**src/rtl/ft_halt_if.sv**
```systemverilog
// Halt/replay bus between the FT controller (master) and the core-side
// halt responder (slave). Clock and reset are kept outside the interface.
interface ft_halt_if #(
    parameter int ADDR_WIDTH = 5,
    parameter int DATA_WIDTH = 32
);
    logic                  halt_i;
    logic                  resume_i;
    logic                  we_spc_i;
    logic                  we_sgpr_i;
    logic [ADDR_WIDTH-1:0] replay_addr_i;
    logic [DATA_WIDTH-1:0] spc_i;
    logic [DATA_WIDTH-1:0] sgpr_i;
    logic                  core_busy_i;
    logic                  fetch_en_o;
    logic                  halted_o;
    logic                  pc_set_o;
    logic [DATA_WIDTH-1:0] pc_o;
    logic                  rf_we_o;
    logic [ADDR_WIDTH-1:0] rf_waddr_o;
    logic [DATA_WIDTH-1:0] rf_wdata_o;
    logic                  protocol_err_o;
    logic [ADDR_WIDTH:0]   replay_cnt_o;

    modport slave (
        input  halt_i, resume_i, we_spc_i, we_sgpr_i, replay_addr_i,
               spc_i, sgpr_i, core_busy_i,
        output fetch_en_o, halted_o, pc_set_o, pc_o, rf_we_o, rf_waddr_o,
               rf_wdata_o, protocol_err_o, replay_cnt_o
    );

    modport master (
        output halt_i, resume_i, we_spc_i, we_sgpr_i, replay_addr_i,
               spc_i, sgpr_i, core_busy_i,
        input  fetch_en_o, halted_o, pc_set_o, pc_o, rf_we_o, rf_waddr_o,
               rf_wdata_o, protocol_err_o, replay_cnt_o
    );
endinterface

```
**src/rtl/ft_halt_responder.sv**
```systemverilog
// Core-side end of the fault-tolerance halt/replay protocol.
// Stops fetch on halt, waits for the pipeline to drain, reports halted,
// forwards replayed PC/GPR writes to the core and releases it on resume.
// Optional macro FT_REPLAY_CHECK_EN: resume is only accepted after every
// GPR 1..NUM_REG-1 and the PC were written during the current halt.
module ft_halt_responder #(
    parameter int ADDR_WIDTH   = 5,
    parameter int DATA_WIDTH   = 32,
    parameter int DRAIN_CYCLES = 4
) (
    input  logic     clk_i,
    input  logic     rst_i,
    ft_halt_if.slave bus
);
    localparam int CNT_W = (DRAIN_CYCLES < 2) ? 1 : $clog2(DRAIN_CYCLES + 1);
    localparam logic [CNT_W-1:0] DRAIN_LOAD = CNT_W'(DRAIN_CYCLES);

    typedef enum logic [1:0] {
        ST_RUN    = 2'd0,
        ST_DRAIN  = 2'd1,
        ST_HALTED = 2'd2,
        ST_RESUME = 2'd3
    } state_t;

    state_t                state_q, state_d;
    logic [CNT_W-1:0]      drain_cnt_q, drain_cnt_d;
    logic                  fetch_en_q, fetch_en_d;
    logic                  halted_q, halted_d;
    logic                  pc_set_q, pc_set_d;
    logic [DATA_WIDTH-1:0] pc_q, pc_d;
    logic                  rf_we_q, rf_we_d;
    logic [ADDR_WIDTH-1:0] rf_waddr_q, rf_waddr_d;
    logic [DATA_WIDTH-1:0] rf_wdata_q, rf_wdata_d;
    logic                  err_q, err_d;
    logic                  resume_ok;
    logic                  gpr_write;

    // Address 0 is the hardwired zero register, so writes to it are dropped.
    assign gpr_write = bus.we_sgpr_i && (bus.replay_addr_i != '0);

`ifdef FT_REPLAY_CHECK_EN
    localparam int NUM_REG = 2 ** ADDR_WIDTH;
    localparam logic [ADDR_WIDTH:0] CNT_FULL = (ADDR_WIDTH + 1)'(NUM_REG - 1);

    logic [NUM_REG-1:0]  bitmap_q, bitmap_d;
    logic [ADDR_WIDTH:0] replay_cnt_q, replay_cnt_d;
    logic                pc_seen_q, pc_seen_d;

    function automatic logic [ADDR_WIDTH:0] sat_inc(input logic [ADDR_WIDTH:0] v);
        return (v == CNT_FULL) ? v : v + 1'b1;
    endfunction

    assign resume_ok        = (replay_cnt_q == CNT_FULL) && pc_seen_q;
    assign bus.replay_cnt_o = replay_cnt_q;
`else
    assign resume_ok        = 1'b1;
    assign bus.replay_cnt_o = '0;
`endif

    // Next state, next outputs and protocol checking for the halt/replay FSM.
    always_comb begin
        state_d     = state_q;
        drain_cnt_d = drain_cnt_q;
        fetch_en_d  = fetch_en_q;
        halted_d    = halted_q;
        pc_set_d    = 1'b0;
        pc_d        = pc_q;
        rf_we_d     = 1'b0;
        rf_waddr_d  = rf_waddr_q;
        rf_wdata_d  = rf_wdata_q;
        err_d       = err_q;
`ifdef FT_REPLAY_CHECK_EN
        bitmap_d     = bitmap_q;
        replay_cnt_d = replay_cnt_q;
        pc_seen_d    = pc_seen_q;
`endif
        case (state_q)
            ST_RUN: begin
                // A simultaneous resume loses to halt and is not an error.
                if (bus.halt_i) begin
                    state_d     = ST_DRAIN;
                    fetch_en_d  = 1'b0;
                    drain_cnt_d = DRAIN_LOAD;
`ifdef FT_REPLAY_CHECK_EN
                    bitmap_d     = '0;
                    replay_cnt_d = '0;
                    pc_seen_d    = 1'b0;
`endif
                end else if (bus.resume_i) begin
                    err_d = 1'b1;
                end
                if (bus.we_spc_i || bus.we_sgpr_i) begin
                    err_d = 1'b1;
                end
            end
            ST_DRAIN: begin
                // Any busy cycle restarts the idle window.
                if (bus.core_busy_i) begin
                    drain_cnt_d = DRAIN_LOAD;
                end else if (drain_cnt_q <= CNT_W'(1)) begin
                    drain_cnt_d = '0;
                    state_d     = ST_HALTED;
                    halted_d    = 1'b1;
                end else begin
                    drain_cnt_d = drain_cnt_q - CNT_W'(1);
                end
                if (bus.resume_i || bus.we_spc_i || bus.we_sgpr_i) begin
                    err_d = 1'b1;
                end
            end
            ST_HALTED: begin
                if (bus.we_spc_i) begin
                    pc_set_d = 1'b1;
                    pc_d     = bus.spc_i;
`ifdef FT_REPLAY_CHECK_EN
                    pc_seen_d = 1'b1;
`endif
                end
                if (gpr_write) begin
                    rf_we_d    = 1'b1;
                    rf_waddr_d = bus.replay_addr_i;
                    rf_wdata_d = bus.sgpr_i;
`ifdef FT_REPLAY_CHECK_EN
                    if (!bitmap_q[bus.replay_addr_i]) begin
                        bitmap_d[bus.replay_addr_i] = 1'b1;
                        replay_cnt_d                = sat_inc(replay_cnt_q);
                    end
`endif
                end
                if (bus.resume_i) begin
                    if (resume_ok) begin
                        state_d = ST_RESUME;
                    end else begin
                        err_d = 1'b1;
                    end
                end
            end
            ST_RESUME: begin
                state_d    = ST_RUN;
                halted_d   = 1'b0;
                fetch_en_d = 1'b1;
                if (bus.resume_i || bus.we_spc_i || bus.we_sgpr_i) begin
                    err_d = 1'b1;
                end
            end
            default: begin
                state_d = ST_RUN;
            end
        endcase
    end

    // State and output registers with synchronous reset back to RUN.
    always_ff @(posedge clk_i) begin
        if (rst_i) begin
            state_q     <= ST_RUN;
            drain_cnt_q <= '0;
            fetch_en_q  <= 1'b1;
            halted_q    <= 1'b0;
            pc_set_q    <= 1'b0;
            pc_q        <= '0;
            rf_we_q     <= 1'b0;
            rf_waddr_q  <= '0;
            rf_wdata_q  <= '0;
            err_q       <= 1'b0;
`ifdef FT_REPLAY_CHECK_EN
            bitmap_q     <= '0;
            replay_cnt_q <= '0;
            pc_seen_q    <= 1'b0;
`endif
        end else begin
            state_q     <= state_d;
            drain_cnt_q <= drain_cnt_d;
            fetch_en_q  <= fetch_en_d;
            halted_q    <= halted_d;
            pc_set_q    <= pc_set_d;
            pc_q        <= pc_d;
            rf_we_q     <= rf_we_d;
            rf_waddr_q  <= rf_waddr_d;
            rf_wdata_q  <= rf_wdata_d;
            err_q       <= err_d;
`ifdef FT_REPLAY_CHECK_EN
            bitmap_q     <= bitmap_d;
            replay_cnt_q <= replay_cnt_d;
            pc_seen_q    <= pc_seen_d;
`endif
        end
    end

    assign bus.fetch_en_o     = fetch_en_q;
    assign bus.halted_o       = halted_q;
    assign bus.pc_set_o       = pc_set_q;
    assign bus.pc_o           = pc_q;
    assign bus.rf_we_o        = rf_we_q;
    assign bus.rf_waddr_o     = rf_waddr_q;
    assign bus.rf_wdata_o     = rf_wdata_q;
    assign bus.protocol_err_o = err_q;
endmodule
```
**src/flat_wrapper.sv**
```systemverilog
// flat-port wrapper written by rule: the top's interface ports become plain ports
module ft_halt_responder_flat 
#(
    parameter int ADDR_WIDTH   = 5,
    parameter int DATA_WIDTH   = 32,
    parameter int DRAIN_CYCLES = 4
)
  (clk_i, rst_i, bus_halt_i, bus_resume_i, bus_we_spc_i, bus_we_sgpr_i, bus_replay_addr_i, bus_spc_i, bus_sgpr_i, bus_core_busy_i, bus_fetch_en_o, bus_halted_o, bus_pc_set_o, bus_pc_o, bus_rf_we_o, bus_rf_waddr_o, bus_rf_wdata_o, bus_protocol_err_o, bus_replay_cnt_o);
  ft_halt_if #(.ADDR_WIDTH(ADDR_WIDTH), .DATA_WIDTH(DATA_WIDTH)) bus_i ();
  input  logic clk_i;
  input  logic rst_i;
  input wire logic [$bits(bus_i.halt_i)-1:0] bus_halt_i;
  input wire logic [$bits(bus_i.resume_i)-1:0] bus_resume_i;
  input wire logic [$bits(bus_i.we_spc_i)-1:0] bus_we_spc_i;
  input wire logic [$bits(bus_i.we_sgpr_i)-1:0] bus_we_sgpr_i;
  input wire logic [$bits(bus_i.replay_addr_i)-1:0] bus_replay_addr_i;
  input wire logic [$bits(bus_i.spc_i)-1:0] bus_spc_i;
  input wire logic [$bits(bus_i.sgpr_i)-1:0] bus_sgpr_i;
  input wire logic [$bits(bus_i.core_busy_i)-1:0] bus_core_busy_i;
  output wire logic [$bits(bus_i.fetch_en_o)-1:0] bus_fetch_en_o;
  output wire logic [$bits(bus_i.halted_o)-1:0] bus_halted_o;
  output wire logic [$bits(bus_i.pc_set_o)-1:0] bus_pc_set_o;
  output wire logic [$bits(bus_i.pc_o)-1:0] bus_pc_o;
  output wire logic [$bits(bus_i.rf_we_o)-1:0] bus_rf_we_o;
  output wire logic [$bits(bus_i.rf_waddr_o)-1:0] bus_rf_waddr_o;
  output wire logic [$bits(bus_i.rf_wdata_o)-1:0] bus_rf_wdata_o;
  output wire logic [$bits(bus_i.protocol_err_o)-1:0] bus_protocol_err_o;
  output wire logic [$bits(bus_i.replay_cnt_o)-1:0] bus_replay_cnt_o;
  assign bus_i.halt_i = bus_halt_i;
  assign bus_i.resume_i = bus_resume_i;
  assign bus_i.we_spc_i = bus_we_spc_i;
  assign bus_i.we_sgpr_i = bus_we_sgpr_i;
  assign bus_i.replay_addr_i = bus_replay_addr_i;
  assign bus_i.spc_i = bus_spc_i;
  assign bus_i.sgpr_i = bus_sgpr_i;
  assign bus_i.core_busy_i = bus_core_busy_i;
  assign bus_fetch_en_o = bus_i.fetch_en_o;
  assign bus_halted_o = bus_i.halted_o;
  assign bus_pc_set_o = bus_i.pc_set_o;
  assign bus_pc_o = bus_i.pc_o;
  assign bus_rf_we_o = bus_i.rf_we_o;
  assign bus_rf_waddr_o = bus_i.rf_waddr_o;
  assign bus_rf_wdata_o = bus_i.rf_wdata_o;
  assign bus_protocol_err_o = bus_i.protocol_err_o;
  assign bus_replay_cnt_o = bus_i.replay_cnt_o;
  ft_halt_responder #(.ADDR_WIDTH(ADDR_WIDTH), .DATA_WIDTH(DATA_WIDTH), .DRAIN_CYCLES(DRAIN_CYCLES)) u_core (.clk_i(clk_i), .rst_i(rst_i), .bus(bus_i));
endmodule
```
**config.mk**
```make
export PLATFORM = sky130hd
export DESIGN_NAME = ft_halt_responder_flat
export DESIGN_NICKNAME = d
export VERILOG_FILES = /design/src/rtl/ft_halt_if.sv /design/src/rtl/ft_halt_responder.sv /design/src/flat_wrapper.sv
export SDC_FILE = /design/constraint.sdc
export NUM_CORES = 1
export LEC_CHECK = 0
export CORE_MARGIN = 2
export CORE_UTILIZATION = 43
export DETAILED_ROUTE_END_ITERATION = 10
export HOLD_SLACK_MARGIN = 0.15
export PLACE_DENSITY = 0.84
export SYNTH_ARGS = -nofsm -noshare
export SYNTH_HDL_FRONTEND = slang
export SYNTH_SLANG_ARGS = --single-unit
```
**constraint.sdc**
```tcl
create_clock -name clk_i -period 4.5 [get_ports clk_i]
set_input_delay 0.45 -clock clk_i [delete_from_list [all_inputs] [get_ports clk_i]]
set_output_delay 0.45 -clock clk_i [all_outputs]
set_load 0.05 [all_outputs]
```
==> impl_results.md, run 1 <==
* Status: finished, final reports clean
* CP endpoint kind: register
* Endpoints failing setup at 0
* Vias per cell at 4.78
* H-tree levels at 3
* Root Buffer: clkbuf_8
* Detailed Place HPWL at just over 6000 um
* Skew final at 0.0104 ns
* DRC violations left at 0
* Max Cap Viol at 0
* Worst EP arrival at approximately 2.7 ns
* Post-CTS Resized at 0
* Clock Path Buffers at 2
* Avg Inst Size Synth at 8.41 um^2
* Clock Latency Late Sink at approximately 0.34 ns
* Crit Path Category: primary input to register
* Comb pwr share at around 37%
* Vias at 2891
* Max Fclk at between 400 and 500 MHz
* # hold bufs at CTS at 0
* Largest net degree at the start of global routing at 60
* Post-CTS setup buffers at 0
* Drt pass-1 iters at 4
* Sequential fraction of the synthesis area at between 50% and 60%
* Post-Syn Instances at between 300 and 400
* Sw Share at between 30% and 40%
* CP required at approximately 4.8 ns
* Area Overhead vs Synth at 54.1%
* I/O pin total at 156
* Yosys warns at 0
* Reg power frac at about two fifths
* Die area at 7910 um^2
* Slew Limit Fails at 0
* Final Hold Viols at 0
* Routed WL at approximately 8400 um
* Fin Hold WS at 0.455 ns
* Max Fanout on Critical Path at 21
* Synth unique cells at 34
* CTS tree: built
* Leakage at around 0.0016 uW
* Clk pwr share at about 25%
* RSZ-0062 raised after global routing: false
* Maximum vdd drop at roughly 0.00022 V
* Number of global-route vias before repair at between 2000 and 3000
* Slew HR at between 20% and 30%
* Final global-route overflow total at 0
* Layout Nets at slightly below 600
* # rows at 30
* Clk slew on worst S/H paths at 0.07 ns
* Port Buffer Count at roughly 150
* Global-route wire length before repair at 12800 um
* Initial antenna violation count at 0
* Antenna fix cells at 0
* Startpoint Class: primary input
* Hold Crit Class: register to register
* Switch Pwr at 813 uW
* Share of cells above drive strength 1 at a little under an eighth
* Tmin final at 2.46 ns
* Die W at 89.0 um
* Mapped cell area at just over 3000 um^2
* Filler instances at 583
* Routability congestion estimate at about 0.82
* DR iter-0 viols at between 70 and 80
* Setup TNS at 0 ns
* Chip height at between 80 and 90 um
* Int Power at roughly 1400 uW
* DR WL/cell at roughly 14 um
* Post-route ant nets at 0
* Worst-Margin Slew at ~1.1 ns
* Tcrit/Tclk final at 54.6%
* Synth Register Bits at 79
* Initial Util at between 40 and 50%
* Clock tree sinks at 79
* Gr usage total at between 20% and 30%
* Core area at between 6000 and 7000 um^2
* PD cells at between 400 and 500 nW/um^2
* CTS Buf Count at 9
flip-flops by register name, indices dropped and copies added (netlist names):
register,count
u_core.bus.pc_o,32
u_core.bus.rf_wdata_o,32
u_core.bus.rf_waddr_o,5
u_core.drain_cnt_q,3
u_core.state_q,2
u_core.bus.fetch_en_o,1
u_core.bus.halted_o,1
u_core.bus.pc_set_o,1
u_core.bus.protocol_err_o,1
u_core.bus.rf_we_o,1
stage by stage:
step	worst slack, ns	area [um^2]	utilization (%)	std cells	total power, uW
4_1_cts	2.05	4780	69.2	605	2200
6_report	2.04	4780	69.2	605	2190
3_3_place_gp	1.80	4580	66.3	591	1650
5_1_grt	1.96	4780	69.2	605	2310
3_5_place_dp	1.70	4580	66.3	591	1670
2_1_floorplan	2.75	3120	-	374	1410
worst paths after layout:
path	from	to	slack, ns	cells after the start
max	bus_replay_addr_i[1]	u_core.bus.rf_wdata_o[26]$_SDFFE_PP0P_	2.04	6
min	u_core.bus.pc_o[23]$_SDFFE_PP0P_	u_core.bus.pc_o[23]$_SDFFE_PP0P_	0.46	2
max reg2reg	u_core.state_q[0]$_SDFFE_PP0P_	u_core.bus.pc_o[20]$_SDFFE_PP0P_	2.36	5
min reg2reg	u_core.bus.pc_o[23]$_SDFFE_PP0P_	u_core.bus.pc_o[23]$_SDFFE_PP0P_	0.46	2
logic make-up (layout without fill, tap and decap cells):
kind of cell	after synthesis	count (layout)	synth area share, %
compound gates	87	87	18.0
mux	1	1	0.322
flops	79	79	50.9
other cells	1	6	0.121
buf+inv	35	170	6.13
fa+ha+maj	6	6	2.42
simple gates	160	160	22.1
cell usage after synthesis:
| cell type | n | area share, % |
|---|---|---|
| buf_2 | 5 | 0.81 |
| o211a_1 | 1 | 0.32 |
| nand2b_1 | 2 | 0.40 |
| or4_4 | 1 | 0.36 |
| a211oi_1 | 2 | 0.48 |
| o31ai_1 | 2 | 0.48 |
| o21bai_1 | 2 | 0.48 |
| clkbuf_1 | 16 | 1.9 |
| a2111oi_0 | 1 | 0.28 |
| o21a_1 | 1 | 0.24 |
| a21oi_1 | 53 | 8.5 |
| mux2i_1 | 1 | 0.32 |
| conb_1 | 1 | 0.12 |
| dfxtp_1 | 79 | 51 |
| nand2_1 | 121 | 15 |
| o211ai_2 | 1 | 0.40 |
| o21ai_0 | 1 | 0.16 |
| nor3_1 | 1 | 0.16 |
| ha_1 | 6 | 2.4 |
| or3_1 | 2 | 0.40 |
| o21ba_2 | 2 | 0.64 |
| nor2b_1 | 2 | 0.40 |
| nand4_1 | 1 | 0.20 |
| buf_4 | 6 | 1.5 |
| a32oi_1 | 1 | 0.28 |
| nor2_1 | 7 | 0.85 |
| a21oi_2 | 20 | 5.6 |
| buf_6 | 1 | 0.36 |
| nand2_2 | 20 | 4.0 |
| and3_1 | 1 | 0.20 |
| inv_1 | 5 | 0.60 |
| nand3b_1 | 1 | 0.24 |
| and2_1 | 1 | 0.20 |
| buf_8 | 2 | 0.97 |
layout make-up:
class | instances | area (um^2) | area share, %
sequential | 79 | 1580 | 33.1
timing repair buffer | 151 | 1500 | 31.4
multi-input combinational | 260 | 1360 | 28.4
clock buffer | 10 | 128 | 2.67
tap | 96 | 120 | 2.51
clock inverter | 4 | 72.6 | 1.52
inverter | 5 | 18.8 | 0.392
power groups by stage:
stage | Sequential (uW) | Clock, uW | Combinational [uW]
detailed placement | 855 | 0 | 812
floorplan | 1100 | 0 | 306
CTS | 839 | 551 | 814
global placement | 850 | 0 | 797
global route | 848 | 590 | 868
finish | 839 | 544 | 810
layout by cell type, fill, tap and decap left out:
| cell type | count |
|---|---|
| o21ba_2 | 2 |
| nand2_2 | 20 |
| nor2_1 | 7 |
| clkbuf_8 | 9 |
| a21oi_2 | 20 |
| a211oi_1 | 2 |
| o31ai_1 | 2 |
| clkinvlp_4 | 1 |
| clkinv_2 | 1 |
| buf_2 | 1 |
| nand4_1 | 1 |
| and3_1 | 1 |
| bufinv_16 | 2 |
| conb_1 | 6 |
| nand2_1 | 121 |
| nor3_1 | 1 |
| inv_1 | 5 |
| nor2b_1 | 2 |
| ha_1 | 6 |
| clkdlybuf4s50_1 | 148 |
| or3_1 | 2 |
| a32oi_1 | 1 |
| clkbuf_1 | 1 |
| or4_4 | 1 |
| buf_4 | 2 |
| nand2b_1 | 2 |
| a2111oi_0 | 1 |
| and2_1 | 1 |
| o21a_1 | 1 |
| nand3b_1 | 1 |
| a21oi_1 | 53 |
| o21bai_1 | 2 |
| dfxtp_1 | 79 |
| mux2i_1 | 1 |
| o21ai_0 | 1 |
| o211ai_4 | 1 |
| o211a_1 | 1 |
per-layer routing:
| metal | GRT usage [%] | vias to the layer above | part of all wire [%] |
|---|---|---|---|
| met2 | 33.3 | 117 | 45 |
| li1 | - | 1459 | - |
| met5 | 0 | - | 0 |
| met3 | 9.51 | 6 | 13 |
| met4 | 6.92 | 0 | 0.81 |
| met1 | 25.6 | 1309 | 41 |
worst max-delay path, stage by stage:
cell and delay [ns]:
clkdlybuf4s50_1 0.46, or4_4 0.56, o211ai_4 0.61, buf_4 0.38
nand2_1 0.09, a21oi_1 0.16
(Power assumes the default switching activity.)
==> run 2, diff against run 1 <==
- CORE_UTILIZATION: 43 -> 40
- PLACE_DENSITY: 0.84 -> 0.79
- clock period: 4.5 -> 2.3 ns (I/O delays scaled with it)
==> run 2 against run 1 <==
- setup slack lost 1.5 ns
- clock skew rose by 0.0026 ns
- critical path depth is 5 lower
==> impl_results.md, run 2 (synthesis gave the netlist of run 1 again) <==
* Die area at 8480 um^2 (was 7910 um^2)
* Sw Share at 37.3% (was 37.1%)
* CP peak stage delay at 0.85 ns (was 0.61 ns)
* Antenna fix cells at 0 (unchanged)
* Detailed Place HPWL at 5890 um (was 6170 um)
* Chip height at 92.1 um (was 89.0 um)
* Delay-heaviest family, CP: buffers and inverters (unchanged)
* RSZ-0062 raised after global routing: false (unchanged)
* Status: finished, final reports clean (unchanged)
* Skew final at 0.0130 ns (was 0.0104 ns)
* Clock tree sinks at 79 (unchanged)
* CP endpoint kind: output pin (was register)
* Worst Setup SP: u_core.bus.rf_wdata_o[19]$_SDFFE_PP0P_ (was bus_replay_addr_i[1])
* # hold bufs at CTS at 0 (unchanged)
* Largest net degree at the start of global routing at 34 (was 60)
* Routability congestion estimate at 0.743 (was 0.816)
* Comb pwr share at 36.5% (was 36.9%)
* Leakage at 0.00167 uW (was 0.00162 uW)
* Most common cell after layout, fill and taps aside: clkdlybuf4s50_1 (unchanged)
* Clk slew on worst S/H paths at 0.08 ns (was 0.07 ns)
* Slew Limit Fails at 0 (unchanged)
* Share of cells above drive strength 1 at 13.3% (was 11.8%)
* Area Overhead vs Synth at 57.5% (was 54.1%)
* Layout Nets at 594 (was 588)
* Root Buffer: clkbuf_8 (unchanged)
* Final global-route overflow total at 0 (unchanged)
* Tcrit/Tclk final at between 70% and 80%
* H-tree levels at 3 (unchanged)
* Crit path buffers/inverters at 1 (was 2)
* Startpoint Class: register (was primary input)
* Tmin final at 1.78 ns
* DRC violations left at 0 (unchanged)
* Clock Latency Late Sink at 0.36 ns (was 0.34 ns)
* Hold Crit Class: primary input to register (was register to register)
* Max Fanout on Critical Path at 2 (was 21)
* CTS Buf Count at 9 (unchanged)
* Global-route wire length before repair at 13500 um (was 12800 um)
* Endpoints failing setup at 0 (unchanged)
* # rows at 32 (was 30)
* Max Fclk at 560 MHz
* Drt pass-1 iters at 4 (unchanged)
* Port Buffer Count at 149 (unchanged)
* Maximum vdd drop at 0.000584 V (was 0.000220 V)
* Gr usage total at 19.9% (was 21.0%)
* Most frequent cells in the layout: 148 x clkdlybuf4s50_1, 121 x nand2_1, 79 x dfxtp_1 (unchanged)
* HP Start: rst_i (was u_core.bus.pc_o[23]$_SDFFE_PP0P_)
* Post-CTS Resized at 0 (unchanged)
* Critical R2R Launch: u_core.drain_cnt_q[1]$_SDFFE_PP0P_ (was u_core.state_q[0]$_SDFFE_PP0P_)
* Setup TNS at 0 ns (unchanged)
* CP max-delay cell: clkdlybuf4s50_1 (was o211ai_4)
* CP required at 2.07 ns (was 4.76 ns)
* Non-filler cells, final at 619 (was 605)
* Filler instances at 643 (was 583)
* R2r setup slk at 0.63 ns (was 2.36 ns)
* Int Power at 2780 uW (was 1380 uW)
* Crit Path Category: register to output pin (was primary input to register)
* Reg power frac at 37.0% (was 38.2%)
* Number of global-route vias before repair at 2896 (was 2761)
* Total power at 4430 uW (was 2190 uW)
* Initial Util at 40.8% (was 44.9%)
* CP Cell Sequence: clkdlybuf4s50_1 (was clkdlybuf4s50_1 -> or4_4 -> o211ai_4 -> buf_4 -> nand2_1 -> a21oi_1)
* I/O pin total at 156 (unchanged)
* Switch Pwr at 1650 uW (was 813 uW)
* PD cells at 906 nW/um^2 (was 458 nW/um^2)
* Initial antenna violation count at 0 (unchanged)
* Worst-Margin Slew at 0.570 ns (was 1.13 ns)
* Worst EP arrival at 1.55 ns (was 2.71 ns)
* Slew HR at 61.7% (was 24.8%)
* Dpl cells at 603 (was 591)
* Routed WL at 8220 um (was 8380 um)
* DR WL/cell at 13.3 um (was 13.8 um)
* CTS tree: built (unchanged)
* DR iter-0 viols at 75 (was 79)
* Core area at 7610 um^2 (was 6910 um^2)
* Post-route ant nets at 0 (unchanged)
* Final Hold Viols at 0 (unchanged)
* Clk pwr share at 26.5% (was 24.8%)
* Post-CTS setup buffers at 0 (unchanged)
* Clock Path Buffers at 2 (unchanged)
* Max Cap Viol at 0 (unchanged)
* Die W at 92.1 um (was 89.0 um)
* Vias per cell at 4.76 (was 4.78)
* Vias at 2947 (was 2891)
[run 2: changes by cell type in the layout (fill, tap and decap cells not counted), sizes merged]
cell,previous run,this run
buf,3,9
clkinvlp,1,2
inv,5,6
[run 2: per-stage QoR]
stage	hold slack [ns]	instance area [um^2]	setup WS, ns	utilization (%)
floorplan	0.366	3120	0.768	-
global placement	0.441	4660	0.276	61.3
detailed placement	0.446	4660	0.245	61.3
CTS	0.338	4890	0.503	64.3
global route	0.367	4890	0.453	64.3
finish	0.345	4890	0.515	64.3
[run 2: final timing paths]
kind / endpoint / depth (start not counted)
setup / recovery: bus_rf_wdata_o[19] / 1
hold / removal: u_core.bus.rf_we_o$_SDFF_PP0_ / 2
setup reg to reg: u_core.state_q[1]$_SDFFE_PP0P_ / 6
hold reg to reg: u_core.bus.rf_wdata_o[24]$_SDFFE_PP0P_ / 2
[run 2: metal layers]
| layer | global-route usage (%) | routed length [um] | up-vias |
|---|---|---|---|
| met1 | 23.6 | 3460 | 1338 |
| met2 | 32.3 | 3730 | 127 |
| li1 | - | - | 1471 |
| met5 | 0 | 0 | - |
| met4 | 5.22 | 95 | 0 |
| met3 | 9.45 | 929 | 11 |
[run 2: area by class of cell]
| class | instances | area (um^2) | area share (%) |
|---|---|---|---|
| flip-flops and latches | 79 | 1580 | 32.3 |
| repair buffers | 157 | 1570 | 32.1 |
| multi-input cells | 260 | 1360 | 27.8 |
| clock buffers | 10 | 138 | 2.81 |
| well taps | 102 | 128 | 2.61 |
| clock inverters | 6 | 92.6 | 1.89 |
| inverters | 5 | 18.8 | 0.384 |
[run 2: power by group through the flow]
stage	sequential [uW]	combinational [uW]	clock [uW]
finish	1640	1620	1170
global route	1660	1740	1270
CTS	1640	1630	1200
detailed placement	1670	1620	0
global placement	1660	1600	0
floorplan	2160	599	0
